$ cat src/rtl/dmem_arb_pkg.sv
// Package for the data-memory arbiter.
// Holds the arbiter FSM state type, default geometry of the shared RAM,
// requester port ids, Y86 status codes used by the pipeline when it maps
// an arbiter address error, and a small address range helper.
package dmem_arb_pkg;

  localparam int DMEM_DW    = 64;   // data width
  localparam int DMEM_AW    = 8;    // RAM address width
  localparam int DMEM_DEPTH = 256;  // RAM words, equals 2**DMEM_AW

  typedef enum logic [1:0] {
    IDLE   = 2'd0,
    ACCESS = 2'd1,
    RESP   = 2'd2
  } arb_state_t;

  // Requester ids; also the encoding of last_gnt and gnt_id.
  localparam logic P_PIPE = 1'b0;   // pipeline memory stage
  localparam logic P_LOAD = 1'b1;   // program loader / debug port

  // Y86 status codes relevant to data-memory accesses.
  localparam logic [3:0] STAT_AOK = 4'd1;
  localparam logic [3:0] STAT_ADR = 4'd3;

  // True when a 64-bit word address falls inside a RAM of 'depth' words.
  function automatic logic addr_in_range(input logic [63:0] addr, input int depth);
    return addr < 64'(depth);
  endfunction

endpackage

$ cat src/rtl/dmem_arbiter_rr_arb2.sv
// rr_arb2: two-way round-robin picker, purely combinational.
// Ports:
//   req[1:0]  in   request vector, bit i = port i
//   last_gnt  in   id of the port granted most recently
//   gnt[1:0]  out  one-hot grant (all zero when no request)
//   gnt_id    out  id of the granted port (P_PIPE when nothing granted)
// The last_gnt register itself lives in the instantiating module.
module rr_arb2
  import dmem_arb_pkg::*;
(
  input  logic [1:0] req,
  input  logic       last_gnt,
  output logic [1:0] gnt,
  output logic       gnt_id
);

  always_comb begin
    gnt = 2'b00;
    case (req)
      2'b01:   gnt = 2'b01;
      2'b10:   gnt = 2'b10;
      // Contention: the port that did not win last time goes first.
      2'b11:   gnt = (last_gnt == P_LOAD) ? 2'b01 : 2'b10;
      default: gnt = 2'b00;
    endcase
    gnt_id = gnt[1];
  end

endmodule

$ cat src/rtl/dmem_arbiter.sv
// dmem_arbiter: shares a single-ported synchronous data RAM between the
// pipeline memory stage (port 0) and the program loader / debug port (port 1).
//
// Ports:
//   clk, rst_n              clock, asynchronous active-low reset
//   pN_req/we/addr/wdata    request from port N (N = 0, 1); 64-bit word address
//   pN_gnt                  combinational 1-cycle pulse: request accepted this cycle
//   pN_rvalid               1-cycle pulse two cycles after pN_gnt: access complete
//   pN_rdata                read data, non-zero only while pN_rvalid on a good read
//   pN_err                  address error, qualified by pN_rvalid
//   mem_en/we/addr/wdata    registered RAM controls
//   mem_rdata               RAM read data, valid the cycle after a read enable
//   busy                    FSM not idle
//   fsm_state               current FSM state, for observation
//
// Handshake: a requester raises pN_req with we/addr/wdata and holds all of
// them stable until it sees pN_gnt high in a cycle; the request is taken at
// the end of that cycle and may be dropped or replaced from the next cycle.
// Dropping req before a grant cancels it without side effects. Exactly one
// pN_rvalid pulse follows every grant (unless reset intervenes), two cycles
// after the grant.
//
// Configuration macro DMEM_ARB_ADDR_CHECK_EN: when defined, addresses at or
// above DEPTH skip the RAM and complete with pN_err=1 and rdata=0; when not
// defined the address wraps to addr[AW-1:0] and pN_err is always 0.
module dmem_arbiter
  import dmem_arb_pkg::*;
#(
  parameter int DW    = DMEM_DW,
  parameter int AW    = DMEM_AW,
  parameter int DEPTH = DMEM_DEPTH
) (
  input  logic          clk,
  input  logic          rst_n,

  input  logic          p0_req,
  input  logic          p0_we,
  input  logic [63:0]   p0_addr,
  input  logic [DW-1:0] p0_wdata,
  output logic          p0_gnt,
  output logic          p0_rvalid,
  output logic [DW-1:0] p0_rdata,
  output logic          p0_err,

  input  logic          p1_req,
  input  logic          p1_we,
  input  logic [63:0]   p1_addr,
  input  logic [DW-1:0] p1_wdata,
  output logic          p1_gnt,
  output logic          p1_rvalid,
  output logic [DW-1:0] p1_rdata,
  output logic          p1_err,

  output logic          mem_en,
  output logic          mem_we,
  output logic [AW-1:0] mem_addr,
  output logic [DW-1:0] mem_wdata,
  input  logic [DW-1:0] mem_rdata,

  output logic          busy,
  output arb_state_t    fsm_state
);

  // The RAM geometry must be consistent; catch a bad override at elaboration.
  if (DEPTH != (1 << AW)) begin : g_bad_depth
    $error("dmem_arbiter: DEPTH must equal 2**AW");
  end

  logic          last_gnt;   // id of the most recently granted port
  logic          lat_port;   // port owning the access in flight
  logic          lat_we;     // access in flight is a write
  logic          lat_err;    // access in flight has an out-of-range address

  logic [1:0]    req_vec;
  logic [1:0]    pick;
  logic          pick_id;
  logic          arb_en;
  logic          any_gnt;

  logic          sel_we;
  logic [63:0]   sel_addr;
  logic [DW-1:0] sel_wdata;
  logic          sel_bad;

  assign req_vec = {p1_req, p0_req};

  rr_arb2 u_rr_arb2 (
    .req      (req_vec),
    .last_gnt (last_gnt),
    .gnt      (pick),
    .gnt_id   (pick_id)
  );

  // Grants are only issued where the FSM can start a new access. Gating with
  // rst_n keeps gnt low while reset is held even if a requester is active.
  assign arb_en  = rst_n && ((fsm_state == IDLE) || (fsm_state == RESP));
  assign p0_gnt  = arb_en & pick[0];
  assign p1_gnt  = arb_en & pick[1];
  assign any_gnt = p0_gnt | p1_gnt;

  // Fields of the winning request, captured into the RAM registers at the
  // end of the grant cycle.
  assign sel_we    = (pick_id == P_LOAD) ? p1_we    : p0_we;
  assign sel_addr  = (pick_id == P_LOAD) ? p1_addr  : p0_addr;
  assign sel_wdata = (pick_id == P_LOAD) ? p1_wdata : p0_wdata;

`ifdef DMEM_ARB_ADDR_CHECK_EN
  assign sel_bad = !addr_in_range(sel_addr, DEPTH);
`else
  // Upper address bits are ignored: the address wraps modulo DEPTH.
  assign sel_bad = 1'b0;
  logic unused_addr_hi;
  assign unused_addr_hi = ^sel_addr[63:AW];
`endif

  always_ff @(posedge clk or negedge rst_n) begin
    if (!rst_n) begin
      fsm_state <= IDLE;
      last_gnt  <= P_LOAD;
      lat_port  <= P_PIPE;
      lat_we    <= 1'b0;
      lat_err   <= 1'b0;
      p0_rvalid <= 1'b0;
      p1_rvalid <= 1'b0;
      p0_err    <= 1'b0;
      p1_err    <= 1'b0;
      mem_en    <= 1'b0;
      mem_we    <= 1'b0;
      mem_addr  <= '0;
      mem_wdata <= '0;
    end else begin
      // Response strobes are single-cycle pulses.
      p0_rvalid <= 1'b0;
      p1_rvalid <= 1'b0;
      p0_err    <= 1'b0;
      p1_err    <= 1'b0;
      case (fsm_state)
        IDLE, RESP: begin
          if (any_gnt) begin
            fsm_state <= ACCESS;
            last_gnt  <= pick_id;
            lat_port  <= pick_id;
            lat_we    <= sel_we;
            lat_err   <= sel_bad;
            // A bad address never reaches the RAM.
            mem_en    <= ~sel_bad;
            mem_we    <= sel_we & ~sel_bad;
            mem_addr  <= sel_addr[AW-1:0];
            mem_wdata <= sel_wdata;
          end else begin
            fsm_state <= IDLE;
          end
        end
        ACCESS: begin
          fsm_state <= RESP;
          mem_en    <= 1'b0;
          mem_we    <= 1'b0;
          if (lat_port == P_PIPE) begin
            p0_rvalid <= 1'b1;
            p0_err    <= lat_err;
          end else begin
            p1_rvalid <= 1'b1;
            p1_err    <= lat_err;
          end
        end
        default: fsm_state <= IDLE;
      endcase
    end
  end

  // RAM read data appears in RESP, the cycle rvalid is high; writes and
  // failed accesses return zero.
  assign p0_rdata = (p0_rvalid && !lat_we && !lat_err) ? mem_rdata : '0;
  assign p1_rdata = (p1_rvalid && !lat_we && !lat_err) ? mem_rdata : '0;

  assign busy = (fsm_state != IDLE);

endmodule
$ cat config.mk
export PLATFORM = sky130hd
export DESIGN_NAME = dmem_arbiter
export DESIGN_NICKNAME = d
export VERILOG_FILES = /design/src/rtl/dmem_arb_pkg.sv /design/src/rtl/dmem_arbiter_rr_arb2.sv /design/src/rtl/dmem_arbiter.sv
export SDC_FILE = /design/constraint.sdc
export NUM_CORES = 1
export LEC_CHECK = 0
export BUFFER_PORTS_ARGS = -buffer_cell sky130_fd_sc_hd__buf_4
export CAP_MARGIN = 20
export CORE_AREA = 5 5 206 208
export CTS_CLUSTER_DIAMETER = 50
export CTS_CLUSTER_SIZE = 20
export DETAILED_ROUTE_END_ITERATION = 7
export DIE_AREA = 0 0 211 213
export PLACE_DENSITY = 0.31
export REMOVE_ABC_BUFFERS = 1
export SETUP_SLACK_MARGIN = 0.4
export SYNTH_ARGS = -nofsm -noshare
export SYNTH_HDL_FRONTEND = slang
export SYNTH_SLANG_ARGS = --single-unit
export TNS_END_PERCENT = 50
$ cat constraint.sdc
create_clock -name clk -period 1.7 [get_ports clk]
set_input_delay 0.085 -clock clk [delete_from_list [all_inputs] [get_ports clk]]
set_output_delay 0.085 -clock clk [all_outputs]
set_load 0.01 [all_outputs]
# Word-level counts from Yosys, hierarchy flattened
# Cells that the tools add are included.
[word_totals]
register_bits = 81
input_bits = 326
out_inout_bits = 211
wordCells = 47
[classes]
eq_ne = 6
muxes = 17
bitwise_logic = 3
n_reduce_logical = 11
[ops]
columns = ["cell", "count"]
rows = [
  ["2-to-1 mux 64 bit", 3],
  ["2-to-1 mux 1 bit", 8],
  ["2-to-1 mux 8 bit", 1],
  ["== test 2 bit, second input constant", 3],
  ["one-hot mux 2 bit (3 select lines)", 1],
  ["== test 2 x 1 -> 1 bit, second input constant", 2],
  ["one-hot mux 1 bit (2 select lines)", 2],
  ["one-hot mux 2 bit (2 select lines)", 1],
  ["AND reduction 2 bit", 2],
  ["nonzero test 2 bit", 2],
  ["logical AND 1 bit", 3],
  ["AND 1 bit", 2],
  ["logical NOT 2 bit", 1],
  ["2-to-1 mux 2 bit", 1],
  ["!= test 2 bit, second input constant", 1],
  ["OR reduction 2 bit", 1],
  ["logical NOT 1 bit", 1],
  ["logical OR 1 bit", 1],
  ["bitwise OR 1 bit", 1],
]

# Longest topological paths before layout
[logic_depth]
word_depth = 7
ltp_mapped = 7
mapped_depth_nobuf = 3

# Modules after synthesis
# From an unflattened synthesis, not the netlist that was laid out.
[unflattened]
hier_cells = 499
hier_area_um2 = 4847.1
[by_module_without_submodules]
columns = ["module", "instances", "cells_per_inst", "area_each_um2", "seq_area_each_um2"]
rows = [
  ["dmem_arbiter", 1, 495, 4820.9, 2028.2],
  ["rr_arb2", 1, 4, 26.3, 0.0],
]

# Worst setup path before layout
# OpenSTA, ideal clock, no wires.
[synth_timing]
path_type = "flip-flop to flip-flop"
from = "reg fsm_state[0]"
to = "reg mem_wdata[0]"
setup_ns = 0.129
arrival_time_ns = 1.293
required_time_ns = 1.571
setup_slack_ns = 0.278
path_stages_with_launch = 8
path_buffers = 4
period_less_slack_ns = 1.422
path_cell_list = "dfrtp_1 -> nor2b_1 -> buf_2 -> and2_1 -> clkbuf_1 -> buf_6 -> buf_6 -> a31oi_2"
[synth_via]
elab_chain_cells = 6
word_cells_on_any_way = 9
[synth_lines]
columns = ["item", "line", "source"]
rows = [
  ["start: declaration", "dmem_arbiter.sv:61", "output arb_state_t fsm_state"],
  ["start signal: assignment", "dmem_arbiter.sv:118", "fsm_state <= IDLE;"],
  ["start signal: assignment", "dmem_arbiter.sv:140", "fsm_state <= ACCESS;"],
  ["start signal: assignment", "dmem_arbiter.sv:151", "fsm_state <= IDLE;"],
  ["== test 2 bit / logical NOT 2 bit (equally long branches)", "dmem_arbiter.sv:96, dmem_arbiter.sv:137", ""],
  ["logical OR 1 bit", "dmem_arbiter.sv:96", "assign arb_en = rst_n && ((fsm_state == IDLE) || (fsm_state == RESP));"],
  ["logical AND 1 bit", "dmem_arbiter.sv:96", ""],
  ["AND 1 bit, on equally long branches", "dmem_arbiter.sv:97, dmem_arbiter.sv:98", ""],
  ["bitwise OR 1 bit", "dmem_arbiter.sv:99", "assign any_gnt = p0_gnt | p1_gnt;"],
  ["AND reduction 2 bit (no source line) (*)", "--", ""],
  ["end signal: assignment", "dmem_arbiter.sv:149", "mem_wdata <= sel_wdata;"],
  ["end: declaration", "dmem_arbiter.sv:57", "output logic [DW-1:0] mem_wdata,"],
]
# Mark *: on every way between the ends. The rest lies on a longest branch, timed or not.
# A chain may end at the register's enable or synchronous reset.

# Worst setup path in the final report
[layout_timing]
from = "reg lat_we"
to = "out p1_rdata[43]"
[layout_via]
elab_chain_cells = 3
[layout_lines]
columns = ["item", "line", "source"]
rows = [
  ["start: declaration", "dmem_arbiter.sv:71", "logic lat_we;"],
  ["start signal: assignment", "dmem_arbiter.sv:143", "lat_we <= sel_we;"],
  ["logical NOT 1 bit", "dmem_arbiter.sv:174", "assign p1_rdata = (p1_rvalid && !lat_we && !lat_err) ? mem_rdata : '0;"],
  ["logical AND 1 bit", "dmem_arbiter.sv:174", ""],
  ["2-to-1 mux 64 bit", "dmem_arbiter.sv:174", ""],
  ["end: declaration", "dmem_arbiter.sv:51", "output logic [DW-1:0] p1_rdata,"],
]
# Every way passes these cells.

==> report_table.html <==
<table>
<tr><th>Metric</th><th>Value</th></tr>
<tr><th colspan="2">Status</th></tr>
<tr><td>Outcome</td><td>complete, no violations</td></tr>
<tr><th colspan="2">Final layout</th></tr>
<tr><td>Antenna diode count</td><td>0</td></tr>
<tr><td>Fillers</td><td>4399</td></tr>
<tr><td>Layout cell share with drive strength beyond 1</td><td>50.4%</td></tr>
<tr><td>Post-layout net count</td><td>between 1000 and 1500</td></tr>
<tr><td>Non-filler instance count after layout</td><td>1663</td></tr>
<tr><td>Area Growth Syn to Fin</td><td>135%</td></tr>
<tr><th colspan="2">Worst setup path</th></tr>
<tr><td>Data arrival time of the critical path</td><td>~1.5 ns</td></tr>
<tr><td>Worst Setup SP</td><td>lat_we</td></tr>
<tr><td>Worst setup path endpoint</td><td>p1_rdata[43]</td></tr>
<tr><td>Cell count of the worst reg-to-reg path</td><td>6</td></tr>
<tr><td>CP max stage delay</td><td>approximately 0.45 ns</td></tr>
<tr><td>Setup crit start kind</td><td>flip-flop</td></tr>
<tr><td>FF-to-FF Start</td><td>fsm_state[0]</td></tr>
<tr><td>Worst reg2reg endpoint</td><td>mem_wdata[43]</td></tr>
<tr><td>Cell with the largest stage delay on the worst path</td><td>sky130_fd_sc_hd__dfrtp_2</td></tr>
<tr><td>Setup crit end kind</td><td>output port</td></tr>
<tr><td>Register-to-register setup slack</td><td>roughly 0.24 ns</td></tr>
<tr><td>Kind of critical path</td><td>flip-flop to output port</td></tr>
<tr><td>Ordered list of cells on the worst path</td><td>nor2b_4 &gt; buf_12 &gt; clkbuf_16 &gt; and2_4 &gt; buf_6</td></tr>
<tr><td>Crit Path Max Fanout</td><td>8</td></tr>
<tr><td>Required time at the worst-slack endpoint</td><td>1.62 ns</td></tr>
<tr><th colspan="2">CTS</th></tr>
<tr><td>Deepest clock path buffer count</td><td>2</td></tr>
<tr><td>Clock tree from TritonCTS</td><td>done</td></tr>
<tr><td>Reg clk slew, reported paths</td><td>around 0.070 ns</td></tr>
<tr><td>Depth of the CTS H-tree</td><td>3</td></tr>
<tr><td>Source-to-sink clock delay at the later pin of the worst-skew pair</td><td>roughly 0.35 ns</td></tr>
<tr><td>Num Clock Sinks</td><td>between 80 and 90</td></tr>
<tr><td>Clock root cell</td><td>sky130_fd_sc_hd__clkbuf_16</td></tr>
<tr><td>TritonCTS buffer count</td><td>9</td></tr>
<tr><th colspan="2">Floorplan</th></tr>
<tr><td>Die Y-Extent</td><td>approximately 210 um</td></tr>
<tr><td>Starting utilization of the core area</td><td>11.6%</td></tr>
<tr><td>I/O pin count</td><td>about 540</td></tr>
<tr><td>Full die area</td><td>44900 sq um</td></tr>
<tr><td>Die boundary width</td><td>211 um</td></tr>
<tr><td>Core Region</td><td>slightly above 40000 sq um</td></tr>
<tr><td># rows</td><td>74</td></tr>
<tr><th colspan="2">Routing</th></tr>
<tr><td>Via density per instance</td><td>3.88</td></tr>
<tr><td>Total detailed-routing wirelength</td><td>around 33000 um</td></tr>
<tr><td>1st-pass router iterations</td><td>4</td></tr>
<tr><td>First DRT Iteration DRCs</td><td>approximately 190</td></tr>
<tr><td>Average wire length per cell after detail routing</td><td>slightly below 20 um</td></tr>
<tr><td>Remaining antenna violation count</td><td>0</td></tr>
<tr><td>DRC violations left</td><td>0</td></tr>
<tr><td>Number of vias after detailed routing</td><td>approximately 6500</td></tr>
<tr><th colspan="2">Power and ir drop</th></tr>
<tr><td>Worst vdd ir</td><td>0.387 mV</td></tr>
<tr><td>Total leakage power</td><td>5.19 nW</td></tr>
<tr><td>Total power density per cell area</td><td>703 nW/um^2</td></tr>
<tr><td>Post-layout total power</td><td>about 0.0078 W</td></tr>
<tr><th colspan="2">Yosys</th></tr>
<tr><td>Yosys warns</td><td>0</td></tr>
<tr><td>Simple-gate area share of the yosys netlist</td><td>roughly 30%</td></tr>
<tr><td>Largest area contributor in the synthesized netlist</td><td>sky130_fd_sc_hd__dfrtp_1</td></tr>
<tr><td>Mean Syn Cell Area</td><td>between 8 and 9 sq um</td></tr>
<tr><td>Fraction of post-synthesis cell area in the top cell type by area</td><td>around 43%</td></tr>
<tr><td>Xor/xnor cell area share of the yosys netlist</td><td>0%</td></tr>
<tr><td>Adder and majority cell fraction of the synthesized area</td><td>0%</td></tr>
<tr><td>Sequential cell area fraction in the yosys report</td><td>a little over two fifths</td></tr>
<tr><td>Dominant cells by area after synthesis</td><td>sky130_fd_sc_hd__dfrtp_1, sky130_fd_sc_hd__and2_1, sky130_fd_sc_hd__nand2_1</td></tr>
<tr><td>Complex-gate fraction of the synthesized area</td><td>between 20% and 30%</td></tr>
<tr><td>Post-synthesis instance area</td><td>~4700 sq um</td></tr>
<tr><td>Distinct cells, synth</td><td>25</td></tr>
<tr><td>Dominant combinational cell family by area after synthesis</td><td>simple AND/OR/NAND/NOR gates</td></tr>
<tr><td>Flop and latch count out of synthesis</td><td>a little over 80</td></tr>
<tr><td>Synth Instances</td><td>around 580</td></tr>
<tr><td>Proportion of synthesized area in mux cells</td><td>less than 1%</td></tr>
<tr><th colspan="2">Placed design</th></tr>
<tr><td>Count of buffers from port buffering</td><td>~420</td></tr>
<tr><td>Worst slack after detailed placement</td><td>about 0.22 ns</td></tr>
<tr><td>Final weighted congestion in routability-driven placement</td><td>between 0.8 and 0.9</td></tr>
<tr><td>Cells after DPL</td><td>~1500</td></tr>
<tr><td>Detailed Place HPWL</td><td>~23000 um</td></tr>
<tr><th colspan="2">Global route</th></tr>
<tr><td>Overall routing resource usage</td><td>12.9%</td></tr>
<tr><td>Largest net degree at the start of global routing</td><td>between 80 and 90</td></tr>
<tr><td>Global routing usage on met2</td><td>approximately a quarter</td></tr>
<tr><td>Vias in the first global route</td><td>~6700</td></tr>
<tr><td>Remaining Overflow, GRT</td><td>0</td></tr>
<tr><td>First-pass GRT wire length</td><td>between 40000 and 50000 um</td></tr>
<tr><td>Initial antenna violation count</td><td>0</td></tr>
<tr><td>GR met3 Demand/Resource</td><td>4.67%</td></tr>
<tr><td>M1 GR Usage</td><td>between 10% and 20%</td></tr>
<tr><td>Most utilized layer in the global route result</td><td>met2</td></tr>
<tr><th colspan="2">STA</th></tr>
<tr><td>Period utilisation layout</td><td>95.5%</td></tr>
<tr><td>Count of final hold-check violations</td><td>0</td></tr>
<tr><td>Final sum of negative setup slack</td><td>0 ns</td></tr>
<tr><td>Final worst path period need</td><td>around 1.6 ns</td></tr>
<tr><td>Final worst setup slack</td><td>roughly 0.076 ns</td></tr>
<tr><td>Peak Freq</td><td>just over 600 MHz</td></tr>
<tr><td>Fin Clk Skew</td><td>around 0.0086 ns</td></tr>
<tr><td>Worst slew slack as a fraction of its limit</td><td>about 64%</td></tr>
<tr><td>RSZ-0062 raised after global routing</td><td>yes</td></tr>
<tr><td>Slew of the pin with the lowest slew margin</td><td>roughly 0.54 ns</td></tr>
<tr><td>Finish-stage setup viols</td><td>0</td></tr>
<tr><td>Max-slew violation count</td><td>0</td></tr>
<tr><th colspan="2">Job</th></tr>
<tr><td>Maxcap violations</td><td>0</td></tr>
<tr><th colspan="2">Hold path</th></tr>
<tr><td>Worst min-delay path category</td><td>input port to flip-flop</td></tr>
</table>
[worst max-delay path, delay by kind of cell, from the launching register on]
| family | cells | cell delay [ns] |
|---|---|---|
| simple gates | 2 | 0.32 |
| flops | 1 | 0.45 |
| buf+inv | 3 | 0.42 |
[final cells by class]
type,count,area (sq um),area share (%)
Inverter,2,7.51,0.0681
Clock inverter,6,57.6,0.522
Timing Repair Buffer,591,5430,49.2
Tap cell,532,666,6.03
Clock buffer,10,239,2.17
Sequential cell,81,2030,18.4
Multi-Input combinational cell,441,2600,23.6
[synth_stat cells (all sizes together)]
cell type and number:
or2 2, nor2b 3, nand2 145, conb 1
a31oi 73, a211oi 1, a21boi 1, buf 26
o21a 1, mux2i 1, and2 131, clkbuf 32
dfstp 1, a21bo 1, nor2 1, a21o 1
nand2b 1, a21oi 77, inv 2, dfrtp 80
[cell families (layout without fill, tap and decap cells)]
family,after synthesis,in the layout
DFF,81,81
AOI/OAI and AO/OA,155,155
other,1,2
buffers and inverters,60,609
and+or+nand+nor,283,283
muxes,1,1
[state kept, by name (all words and copies together), names as in the netlist]
signal,cells
mem_wdata,64
mem_addr,8
fsm_state,2
last_gnt,1
lat_port,1
lat_we,1
mem_en,1
mem_we,1
p0_rvalid,1
p1_rvalid,1
[report_power, final]
part	switching, W	internal [W]	leakage (nW)
Sequential	0.000231	0.00231	0.909
Combinational	0.00143	0.00166	4.13
Clock	0.000948	0.00117	0.148
Total	0.00261	0.00514	5.19
[metal layers]
layer	part of all wire, %	vias to the layer above
met1	36	3118
met3	8.9	29
met4	2.2	0
met5	0	-
li1	-	3023
met2	53	290
[placed cells by master, fill, tap and decap left out, drive strengths merged]
cell / n
clkinv: 4
nand2: 145
dfstp: 1
nand2b: 1
a31oi: 73
dlygate4sd3: 134
a21o: 1
nor2: 1
a21bo: 1
and2: 131
mux2i: 1
dfrtp: 80
bufbuf: 1
or2: 2
bufinv: 1
nor2b: 3
a21oi: 77
inv: 2
buf: 450
conb: 2
clkinvlp: 1
a21boi: 1
o21a: 1
clkbuf: 16
a211oi: 1
[per-stage QoR]
stage / utilization (%) / instance area (sq um) / hold slack [ns]
final: 27.3 / 11000 / 0.0172
after global routing: 27.3 / 11000 / 0.0132
after CTS: 25.6 / 10300 / 0.000115
after detailed placement: 21.2 / 8550 / 0.225
after global placement: 21.2 / 8550 / 0.222
after floorplan: - / 4400 / -0.211
[repair_timing]
| action | CTS | global route |
|---|---|---|
| pin swaps | 1 | 74 |
| hold buffers | 134 | 0 |
| resized for setup | 5 | 156 |
| buffers inserted | 7 | 1 |
| endpoints found under the hold margin | 150 | 0 |
| gates cloned | 2 | 10 |
| setup endpoints to repair | 207 | 207 |
[worst min path at each step]
| stage | start | slack (ns) | cells past startpoint | endpoint |
|---|---|---|---|---|
| 2_1_floorplan | rst_n | -0.21 | 0 | fsm_state[0] |
| 3_3_place_gp | rst_n | 0.22 | 2 | mem_wdata[11] |
| 3_5_place_dp | rst_n | 0.23 | 2 | mem_wdata[28] |
| 4_1_cts | p1_wdata[5] | 0.0001 | 3 | mem_wdata[5] |
| 5_1_grt | p0_wdata[0] | 0.01 | 3 | mem_wdata[0] |
| 6_report | p0_wdata[0] | 0.02 | 3 | mem_wdata[0] |
No activity file was read; power rests on OpenSTA's default activity.
